[src/rtl/boot_pkg.sv]
// Shared types and defaults for the boot loader: state encoding, parameter defaults
// and the width of the word counter that ends the copy.
package boot_pkg;

    localparam int DEF_ADDR_WIDTH    = 8;
    localparam int DEF_DATA_WIDTH    = 8;
    localparam int DEF_LENGTH        = 256;
    localparam int DEF_SETTLE_CYCLES = 4;
    localparam int DEF_COUNT_WIDTH   = DEF_ADDR_WIDTH + 1;

    typedef enum logic [1:0] {
        SETTLE = 2'd0,
        COPY   = 2'd1,
        FLUSH  = 2'd2,
        RUN    = 2'd3
    } boot_state_e;

    // One extra bit so a full 2**ADDR_WIDTH image can be counted without wrapping.
    function automatic int count_width(input int addr_width);
        return addr_width + 1;
    endfunction

endpackage

[src/rtl/boot_settle_counter.sv]
// Free-running up-counter with a terminal-count flag, async active-low clear and
// synchronous restart; usable for any startup settle delay.
module boot_settle_counter #(
    parameter int WIDTH    = 8,
    parameter int TERMINAL = 4
) (
    input  logic clk,
    input  logic rst_n,
    input  logic restart,
    output logic tc
);

    logic [WIDTH-1:0] count_q;
    logic [WIDTH-1:0] count_d;

    always_comb begin
        count_d = restart ? '0 : count_q + 1'b1;
    end

    always_ff @(posedge clk or negedge rst_n) begin
        if (!rst_n) begin
            count_q <= '0;
        end else begin
            count_q <= count_d;
        end
    end

    assign tc = (count_q == WIDTH'(TERMINAL - 1));

endmodule

[src/rtl/boot_loader.sv]
// Copies a fixed-length image from a registered-read ROM into RAM after reset or a
// reload request, holding the CPU in reset until the last word has been written.
module boot_loader
    import boot_pkg::*;
#(
    parameter int ADDR_WIDTH    = DEF_ADDR_WIDTH,
    parameter int DATA_WIDTH    = DEF_DATA_WIDTH,
    parameter int LENGTH        = DEF_LENGTH,
    parameter int SETTLE_CYCLES = DEF_SETTLE_CYCLES
) (
    input  logic                  clk,
    input  logic                  reset,
    input  logic                  reload,
    output logic [ADDR_WIDTH-1:0] rom_addr,
    input  logic [DATA_WIDTH-1:0] rom_data,
    output logic                  ram_we,
    output logic [ADDR_WIDTH-1:0] ram_addr,
    output logic [DATA_WIDTH-1:0] ram_wdata,
    output logic                  cpu_reset,
    output logic                  busy,
    output logic                  done
);

    localparam int CW = count_width(ADDR_WIDTH);

    boot_state_e           state_q,     state_d;
    logic [CW-1:0]         cnt_q,       cnt_d;
    logic [ADDR_WIDTH-1:0] rom_addr_q,  rom_addr_d;
    logic                  data_vld_q,  data_vld_d;
    logic [ADDR_WIDTH-1:0] data_addr_q, data_addr_d;
    logic                  ram_we_q,    ram_we_d;
    logic [ADDR_WIDTH-1:0] ram_addr_q,  ram_addr_d;
    logic [DATA_WIDTH-1:0] ram_wdata_q, ram_wdata_d;
    logic                  cpu_reset_q, cpu_reset_d;
    logic                  busy_q,      busy_d;
    logic                  done_q,      done_d;
    logic                  settle_tc;
    logic                  settle_restart;

    assign settle_restart = (state_q != SETTLE) || settle_tc;

    boot_settle_counter #(
        .WIDTH    (8),
        .TERMINAL (SETTLE_CYCLES)
    ) u_settle (
        .clk     (clk),
        .rst_n   (reset),
        .restart (settle_restart),
        .tc      (settle_tc)
    );

    always_comb begin
        state_d    = state_q;
        cnt_d      = cnt_q;
        rom_addr_d = rom_addr_q;
        case (state_q)
            SETTLE: begin
                if (settle_tc) begin
                    state_d    = COPY;
                    rom_addr_d = '0;
                    cnt_d      = CW'(1);
                end
            end
            COPY: begin
                // cnt_q counts reads already issued, so it doubles as the next address.
                if (cnt_q == CW'(LENGTH)) begin
                    state_d = FLUSH;
                end else begin
                    rom_addr_d = cnt_q[ADDR_WIDTH-1:0];
                    cnt_d      = cnt_q + 1'b1;
                end
            end
            FLUSH: begin
                if (ram_we_q && !data_vld_q) begin
                    state_d = RUN;
                end
            end
            RUN: begin
                if (reload) begin
                    state_d    = SETTLE;
                    cnt_d      = '0;
                    rom_addr_d = '0;
                end
            end
            default: state_d = SETTLE;
        endcase

        // ROM data for the address on rom_addr_q arrives one cycle later.
        data_vld_d  = (state_q == COPY);
        data_addr_d = rom_addr_q;
        ram_we_d    = data_vld_q;
        ram_addr_d  = data_vld_q ? data_addr_q : ram_addr_q;
        ram_wdata_d = data_vld_q ? rom_data    : ram_wdata_q;

        cpu_reset_d = (state_d != RUN);
        busy_d      = (state_d != RUN);
        done_d      = (state_d == RUN);
    end

    always_ff @(posedge clk or negedge reset) begin
        if (!reset) begin
            state_q     <= SETTLE;
            cnt_q       <= '0;
            rom_addr_q  <= '0;
            data_vld_q  <= 1'b0;
            data_addr_q <= '0;
            ram_we_q    <= 1'b0;
            ram_addr_q  <= '0;
            ram_wdata_q <= '0;
            cpu_reset_q <= 1'b1;
            busy_q      <= 1'b1;
            done_q      <= 1'b0;
        end else begin
            state_q     <= state_d;
            cnt_q       <= cnt_d;
            rom_addr_q  <= rom_addr_d;
            data_vld_q  <= data_vld_d;
            data_addr_q <= data_addr_d;
            ram_we_q    <= ram_we_d;
            ram_addr_q  <= ram_addr_d;
            ram_wdata_q <= ram_wdata_d;
            cpu_reset_q <= cpu_reset_d;
            busy_q      <= busy_d;
            done_q      <= done_d;
        end
    end

    assign rom_addr  = rom_addr_q;
    assign ram_we    = ram_we_q;
    assign ram_addr  = ram_addr_q;
    assign ram_wdata = ram_wdata_q;
    assign cpu_reset = cpu_reset_q;
    assign busy      = busy_q;
    assign done      = done_q;

endmodule

[config.mk]
export PLATFORM = sky130hd
export DESIGN_NAME = boot_loader
export DESIGN_NICKNAME = d
export VERILOG_FILES = /design/src/rtl/boot_pkg.sv /design/src/rtl/boot_settle_counter.sv /design/src/rtl/boot_loader.sv
export SDC_FILE = /design/constraint.sdc
export NUM_CORES = 1
export LEC_CHECK = 0
export BUFFER_PORTS_ARGS = -buffer_cell sky130_fd_sc_hd__buf_4
export CORE_UTILIZATION = 50
export DETAILED_ROUTE_END_ITERATION = 12
export GPL_TIMING_DRIVEN = 0
export HOLD_SLACK_MARGIN = 0.08
export PLACE_DENSITY = 0.73
export SKIP_CTS_REPAIR_TIMING = 1
export SLEW_MARGIN = 10
export SYNTH_ARGS = -nofsm -noshare
export SYNTH_HDL_FRONTEND = slang
export SYNTH_SLANG_ARGS = --single-unit
[constraint.sdc]
create_clock -name clk -period 4.95 [get_ports clk]
set_input_delay 1.2375 -clock clk [delete_from_list [all_inputs] [get_ports clk]]
set_output_delay 1.2375 -clock clk [all_outputs]
set_load 0.03 [all_outputs]
==> flow_summary_export.csv, run 1 <==
group,metric,value,unit
logic_synthesis,synthDistinctLibCells,39,
placement,post-place-ws,2.62,ns
timing,rsz0062_at_grt,"no",
timing,timing.final.crit_period,2.32,ns
timing,drv_slew,0,
finish,fin_cells,261,
floorplanning,initial_utilization,53.4,%
floorplanning,design.die.area,4670,um^2
timing,tns,0,ns
clocking,cts.sinks,55,
timing,worst_slack,2.63,ns
critical_path,path_cells,"buf_4 -> buf_4",
logic_synthesis,syn-cell-area,2200,um^2
clocking,cts_root_buf,"clkbuf_8",
floorplanning,coreArea,4120,um^2
routing,postRouteAntennaNets,0,
timing,period_share,46.8,%
critical_path,worst-path-buf-inv,2,
power_and_ir_drop,pwr_density_cell,290,nW/um^2
routing,wire_per_inst,15.0,um
routing,drt_wl_total,3910,um
critical_path,cp_top_family,"flip-flops",
floorplanning,rows,23,
finish,areaGrowthSynthToFinish,21.3,%
critical_path,worst-path-max-fanout,2,
global_routing,grt_pass1_vias,1359,
routing,viasPerCell,5.52,
finish,antenna_cells,0,
timing,fin_skew,0.00713,ns
finish,multi_input_area,761,um^2
clocking,numCtsBuffers,5,
clocking,cts_tree,"built",
floorplanning,die_h,68.3,um
logic_synthesis,yosys_warnings,0,
finish,drive_gt1_share,37.0,%
placement,place_inst,253,
power_and_ir_drop,peakVddDrop,0.204,mV
logic_synthesis,seq_area_frac_synth,62.7,%
routing,vias,1442,
critical_path,slowest_delay,0.54,ns
finish,utilization,64.8,%
finish,fillers,313,
routing,drc,0,
global_routing,grt-ovfl-total,0,
critical_path,cp-start-kind,"register",
run_status,status,"finished, final reports clean",
timing,final_hold_viol_count,0,
routing,drt-pass1-iter-count,4,
floorplanning,die_x,68.3,um
critical_path,end_kind,"primary output",
timing,setup_violations,0,
critical_path,cp.arrival,1.08,ns
logic_synthesis,syn_inst,165,
critical_path,critical_path.most_common_cell,"buf_4",
finish,fin_nets,224,
finish,seq_area,1380,um^2
clocking,clk_pin_slew,0.09,ns
clocking,htree_levels,2,
critical_path,slowest_stage,"dfstp_2",
global_routing,grt_max_degree,56,
run,drv_cap,0,
timing,fmax,432,MHz
critical_path,crit_type,"register to primary output",
placement,io_buffers,38,
critical_path,required,3.71,ns
clocking,clockBufferDepth,2,
global_routing,grt_pass1_wl,6160,um
placement,hpwl,2760,um
placement,gp_congestion,0.815,
logic_synthesis,synth_fp_nets,179,
power_and_ir_drop,leakage,0.00134,uW
timing,slew_headroom,56.0,%
routing,drt-initial-drc-count,56,
global_routing,grt_usage,18.4,%
timing,worstMarginPinSlew,0.660,ns
min_path,min_path_type,"register to register",
floorplanning,io_pins,39,
global_routing,antenna_found_initial,0,
logic_synthesis,ys_ff_latch,55,
clocking,clock_latency,0.31,ns
logic_synthesis,syn_area_per_cell,13.3,um^2
[cell usage in the layout (no fill, tap or decap), types with 2 or more instances in the layout]
cell type / count
dfrtp_1: 54
a22o_1: 3
a31oi_1: 4
nand2_1: 3
and3_1: 5
buf_4: 41
xor2_1: 5
clkbuf_1: 3
a21oi_1: 4
nor3_1: 4
nand3_1: 9
clkbuf_8: 6
nor4b_1: 2
nor2_1: 9
ha_1: 3
o21ai_0: 4
inv_1: 5
and2_1: 2
a22o_2: 5
and3_2: 2
a211o_1: 2
mux2_2: 16
[kinds of logic after synthesis]
family	after synthesis	synth area share (%)
DFF	55	62.7
and+or+nand+nor	40	9.90
AOI/OAI and AO/OA	31	11.9
muxes	17	8.71
buffers and inverters	13	2.73
xor gates and xnor gates	6	2.39
adders and majority gates	3	1.71
[cells in the mapped netlist, drive strengths merged]
cell    count  share of area [%]
a211o       2               0.80
a21bo       1               0.46
a21oi       4               0.91
a22o        8                3.5
a31oi       4                1.1
a41oi       1               0.40
and2        2               0.57
and3        7                2.1
buf         4                1.2
clkbuf      3               0.51
clkinv      1               0.17
dfrtp      54                 61
dfstp       1                1.2
ha          3                1.7
inv         5               0.85
mux2       17                8.7
nand2       3               0.51
nand2b      1               0.28
nand3       9                2.0
nor2        9                1.5
nor2b       1               0.28
nor3        4               0.91
nor3b       1               0.34
nor4b       2               0.80
o21a        1               0.34
o21ai       5                1.1
o22a        1               0.46
o31a        2                1.2
o31ai       1               0.34
o41ai       1                1.3
or4         1               0.51
xnor2       1               0.40
xor2        5                2.0
[through the flow]
stage               instance area [um^2]  hold slack [ns]  power, uW
global placement                    2550            0.362        472
floorplan                           2200            0.352        458
finish                              2670            0.391        773
global route                        2670            0.399        800
detailed placement                  2550            0.368        473
CTS                                 2670            0.389        778
[sequential cells by signal, indices dropped and copies added (netlist names)]
signal / flops
cnt_q: 9
data_addr_q: 8
ram_addr: 8
ram_wdata: 8
rom_addr: 8
u_settle.count_q: 8
state_q: 2
busy: 1
data_vld_q: 1
done: 1
ram_we: 1
[cell type report]
class | instances | area share (%)
Multi-Input combinational cell | 97 | 28.5
Buffer | 7 | 1.41
Inverter | 6 | 0.844
Tap cell | 50 | 2.35
Timing Repair Buffer | 38 | 10.7
Sequential cell | 55 | 51.6
Clock inverter | 2 | 1.45
Clock buffer | 6 | 3.10
[worst register-to-register path, stage by stage (launching register included)]
cell and delay, ns:
dfrtp_1 0.44, or4_4 0.56, o41ai_4 0.23, buf_4 0.23, o31a_4 0.19, mux2_1 0.32
[layer usage]
| layer | routed length [um] | global-route usage, % | vias up |
|---|---|---|---|
| li1 | - | - | 677 |
| met3 | 232 | 4.00 | 7 |
| met2 | 1860 | 30.3 | 54 |
| met5 | 0 | 0 | - |
| met4 | 74 | 8.59 | 0 |
| met1 | 1750 | 23.1 | 704 |
[report_power, final]
part / switching (uW) / internal, uW / leakage [uW]
logic: 9.00 / 4.94 / 0.000545
clock network: 143 / 166 / 0.0000618
registers: 0 / 449 / 0.000734
[worst paths after layout]
kind | start | endpoint | slack, ns | depth (start not counted)
setup / recovery | busy$_DFF_PN1_ | cpu_reset | 2.63 | 2
setup reg to reg | u_settle.count_q[2]$_DFF_PN0_ | cnt_q[0]$_DFFE_PN0P_ | 2.87 | 5
max in group asynchronous | reset | data_addr_q[7]$_DFF_PN0_ | 3.56 | 1
hold reg to reg | data_vld_q$_DFF_PN0_ | ram_we$_DFF_PN0_ | 0.39 | 0
min in group asynchronous | reset | ram_wdata[5]$_DFFE_PN0P_ | 0.96 | 1
hold / removal | data_vld_q$_DFF_PN0_ | ram_we$_DFF_PN0_ | 0.39 | 0
Power figures use the tool's default switching activity.
==> run 2, diff against run 1 <==
--- a/config.mk
+++ b/config.mk
@@ -5,12 +5,13 @@
 export SDC_FILE = /design/constraint.sdc
 export NUM_CORES = 1
 export LEC_CHECK = 0
+export ABC_AREA = 1
 export BUFFER_PORTS_ARGS = -buffer_cell sky130_fd_sc_hd__buf_4
 export CORE_UTILIZATION = 50
 export DETAILED_ROUTE_END_ITERATION = 12
 export GPL_TIMING_DRIVEN = 0
 export HOLD_SLACK_MARGIN = 0.08
-export PLACE_DENSITY = 0.73
+export PLACE_DENSITY = 0.72
 export SKIP_CTS_REPAIR_TIMING = 1
 export SLEW_MARGIN = 10
 export SYNTH_ARGS = -nofsm -noshare
==> constraint.sdc (replaced) <==
create_clock -name clk -period 2.15 [get_ports clk]
set_input_delay 0.5375 -clock clk [delete_from_list [all_inputs] [get_ports clk]]
set_output_delay 0.5375 -clock clk [all_outputs]
set_load 0.03 [all_outputs]
==> flow_summary_export.csv, run 2 <==
group,metric,value,unit
floorplanning,design.die.area,4910,um^2
finish,fin_nets,320,
routing,drt-pass1-iter-count,4,
routing,drc,0,
routing,drt-initial-drc-count,119,
global_routing,grt-ovfl-total,0,
global_routing,grt_pass1_vias,1633,
global_routing,grt_max_degree,56,
global_routing,grt_pass1_wl,7220,um
timing,fmax,621,MHz
routing,wire_per_inst,11.1,um
placement,place_inst,351,
logic_synthesis,syn_area_per_cell,8.87,um^2
finish,fin_cells,359,
timing,period_share,74.9,%
power_and_ir_drop,peakVddDrop,0.614,mV
finish,final_common_cell,"nand2_1",
logic_synthesis,synth_top_cell_area_share,58.3,%
finish,multi_input_area,807,um^2
logic_synthesis,yosys-top-cells-area,"dfrtp_1 58%, nand2_1 18%, nand3_1 3.2%",
logic_synthesis,synth.area.mux_share,0,%
finish,final_cell_mix,"113 x nand2_1, 54 x dfrtp_1, 39 x buf_4, 17 x nor2_1",
logic_synthesis,syn-cell-area,2320,um^2
critical_path,worst-path-max-fanout,2,
finish,largest_reg_flops,9,
placement,hpwl,2870,um
critical_path,reg2reg_from,"u_settle.count_q[0]$_DFF_PN0_",
placement,io_buffers,38,
logic_synthesis,yosysTopAreaCell,"dfrtp_1",
floorplanning,coreArea,4410,um^2
power_and_ir_drop,leakage,0.00147,uW
critical_path,ff2ff_setup_slack,0.64,ns
finish,antenna_cells,0,
global_routing,antenna_found_initial,0,
finish,areaGrowthSynthToFinish,19.4,%
logic_synthesis,synthTopCellsByCount,"113 x nand2_1, 54 x dfrtp_1, 17 x nor2_1",
critical_path,reg2reg_depth,9,
finish,fillers,375,
routing,viasPerCell,4.94,
finish,seq_area,1380,um^2
critical_path,cp-start-kind,"register",
clocking,cts_tree,"built",
critical_path,cp.arrival,1.07,ns
logic_synthesis,yosys_warnings,0,
routing,postRouteAntennaNets,0,
floorplanning,io_pins,39,
floorplanning,die_h,70.1,um
routing,vias,1775,
timing,final_hold_viol_count,0,
logic_synthesis,synthDistinctLibCells,28,
logic_synthesis,synth_top_family_by_area,"simple AND/OR/NAND/NOR gates",
floorplanning,initial_utilization,52.5,%
logic_synthesis,synth_compound_area_share,1.73,%
logic_synthesis,yosysMostFrequentCell,"nand2_1",
timing,fin_skew,0.00805,ns
clocking,htree_levels,2,
logic_synthesis,yosys_most_used_dff,"dfrtp_1",
timing,rsz0062_at_grt,"no",
clocking,numCtsBuffers,5,
logic_synthesis,synth_fa_ha_area_share,1.62,%
clocking,cts_root_buf,"clkbuf_8",
logic_synthesis,synth_edf_count,0,
critical_path,r2r_end,"cnt_q[0]$_DFFE_PN0P_",
placement,gp_congestion,0.879,
clocking,cts.sinks,55,
run,drv_cap,0,
critical_path,crit_type,"register to primary output",
logic_synthesis,postSynth.asyncResetShare,100,%
finish,drive_gt1_share,22.8,%
clocking,clockBufferDepth,2,
clocking,clk_pin_slew,0.09,ns
timing,setup_violations,0,
logic_synthesis,synth_xor_area_share,0.378,%
logic_synthesis,syn_inst,261,
logic_synthesis,seq_area_frac_synth,59.5,%
run_status,status,"finished, final reports clean",
critical_path,required,1.61,ns
critical_path,end_kind,"primary output",
timing,tns,0,ns
min_path,min_path_type,"input port to asynchronous set/reset pin",
logic_synthesis,yosys.area_share.simple,31.1,%
routing,drt_wl_total,4000,um
logic_synthesis,synth_fp_nets,275,
clocking,clock_latency,0.31,ns
timing,slew_headroom,56.0,%
power_and_ir_drop,pwr_density_cell,1410,nW/um^2
timing,timing.final.crit_period,1.61,ns
timing,worstMarginPinSlew,0.659,ns
logic_synthesis,ys_ff_latch,55,
floorplanning,die_x,70.1,um
global_routing,grt_usage,18.8,%
finish,regMostFlops,"cnt_q",
timing,drv_slew,0,
floorplanning,rows,24,
-- run 2: cell types whose count changed in the layout (fill, tap and decap cells not counted), moves of 6 or more --
cell / before / now
inv_1: 5 / 15
mux2_2: 16 / 0
nand2_1: 3 / 113
nand3_1: 9 / 15
nand2_2: 0 / 7
nor2_1: 9 / 17
-- run 2: area by class of cell --
class / count / share of cell area [%]
sequential: 55 / 49.8
clock buffer: 6 / 2.99
inverter: 21 / 2.90
multi-input combinational: 178 / 29.2
clock inverter: 2 / 0.588
buffer: 7 / 1.86
tap: 52 / 2.35
timing repair buffer: 38 / 10.3
-- run 2: power by group --
part | leakage (uW) | internal (uW) | switching, uW
registers | 0.000689 | 1400 | 255
logic | 0.000737 | 593 | 1060
clock network | 0.0000474 | 263 | 335
total | 0.00147 | 2260 | 1650
-- run 2: cell families after synthesis --
family	count (synthesis)
and+or+nand+nor	166
AOI/OAI and AO/OA	8
DFF	55
xor gates and xnor gates	1
adders and majority gates	3
buffers and inverters	28
-- run 2: metrics by stage --
stage / total power, uW / worst slack, ns / cell area (um^2) / hold slack, ns / util [%]
2_1_floorplan: 2790 / 0.791 / 2320 / 0.242 / -
3_3_place_gp: 3310 / 0.642 / 2670 / 0.353 / 60.4
3_5_place_dp: 3350 / 0.628 / 2670 / 0.354 / 60.4
4_1_cts: 3960 / 0.520 / 2770 / 0.275 / 62.6
5_1_grt: 4210 / 0.452 / 2770 / 0.305 / 62.6
6_report: 3910 / 0.541 / 2770 / 0.245 / 62.6
-- run 2: worst max path at each step --
| stage | from | to | slack (ns) | depth (start not counted) |
|---|---|---|---|---|
| 5_1_grt | u_settle.count_q[0]$_DFF_PN0_ | cnt_q[0]$_DFFE_PN0P_ | 0.45 | 9 |
| 2_1_floorplan | u_settle.count_q[0]$_DFF_PN0_ | cnt_q[0]$_DFFE_PN0P_ | 0.79 | 9 |
| 6_report | busy$_DFF_PN1_ | cpu_reset | 0.54 | 2 |
| 4_1_cts | busy$_DFF_PN1_ | cpu_reset | 0.52 | 2 |
| 3_5_place_dp | u_settle.count_q[0]$_DFF_PN0_ | cnt_q[0]$_DFFE_PN0P_ | 0.63 | 9 |
| 3_3_place_gp | u_settle.count_q[0]$_DFF_PN0_ | cnt_q[0]$_DFFE_PN0P_ | 0.64 | 9 |
-- run 2: per-layer routing --
| layer | global-route usage, % | wire length (um) | up-vias |
|---|---|---|---|
| li1 | - | - | 898 |
| met1 | 25.5 | 1880 | 827 |
| met2 | 29.3 | 1850 | 42 |
| met3 | 4.04 | 199 | 8 |
| met4 | 8.00 | 77 | 0 |
| met5 | 0 | 0 | - |
-- run 2: critical path, cell delays in order, from the launching register on --
cell	delay [ns]
dfstp_2	0.54
buf_4	0.09
buf_4	0.14
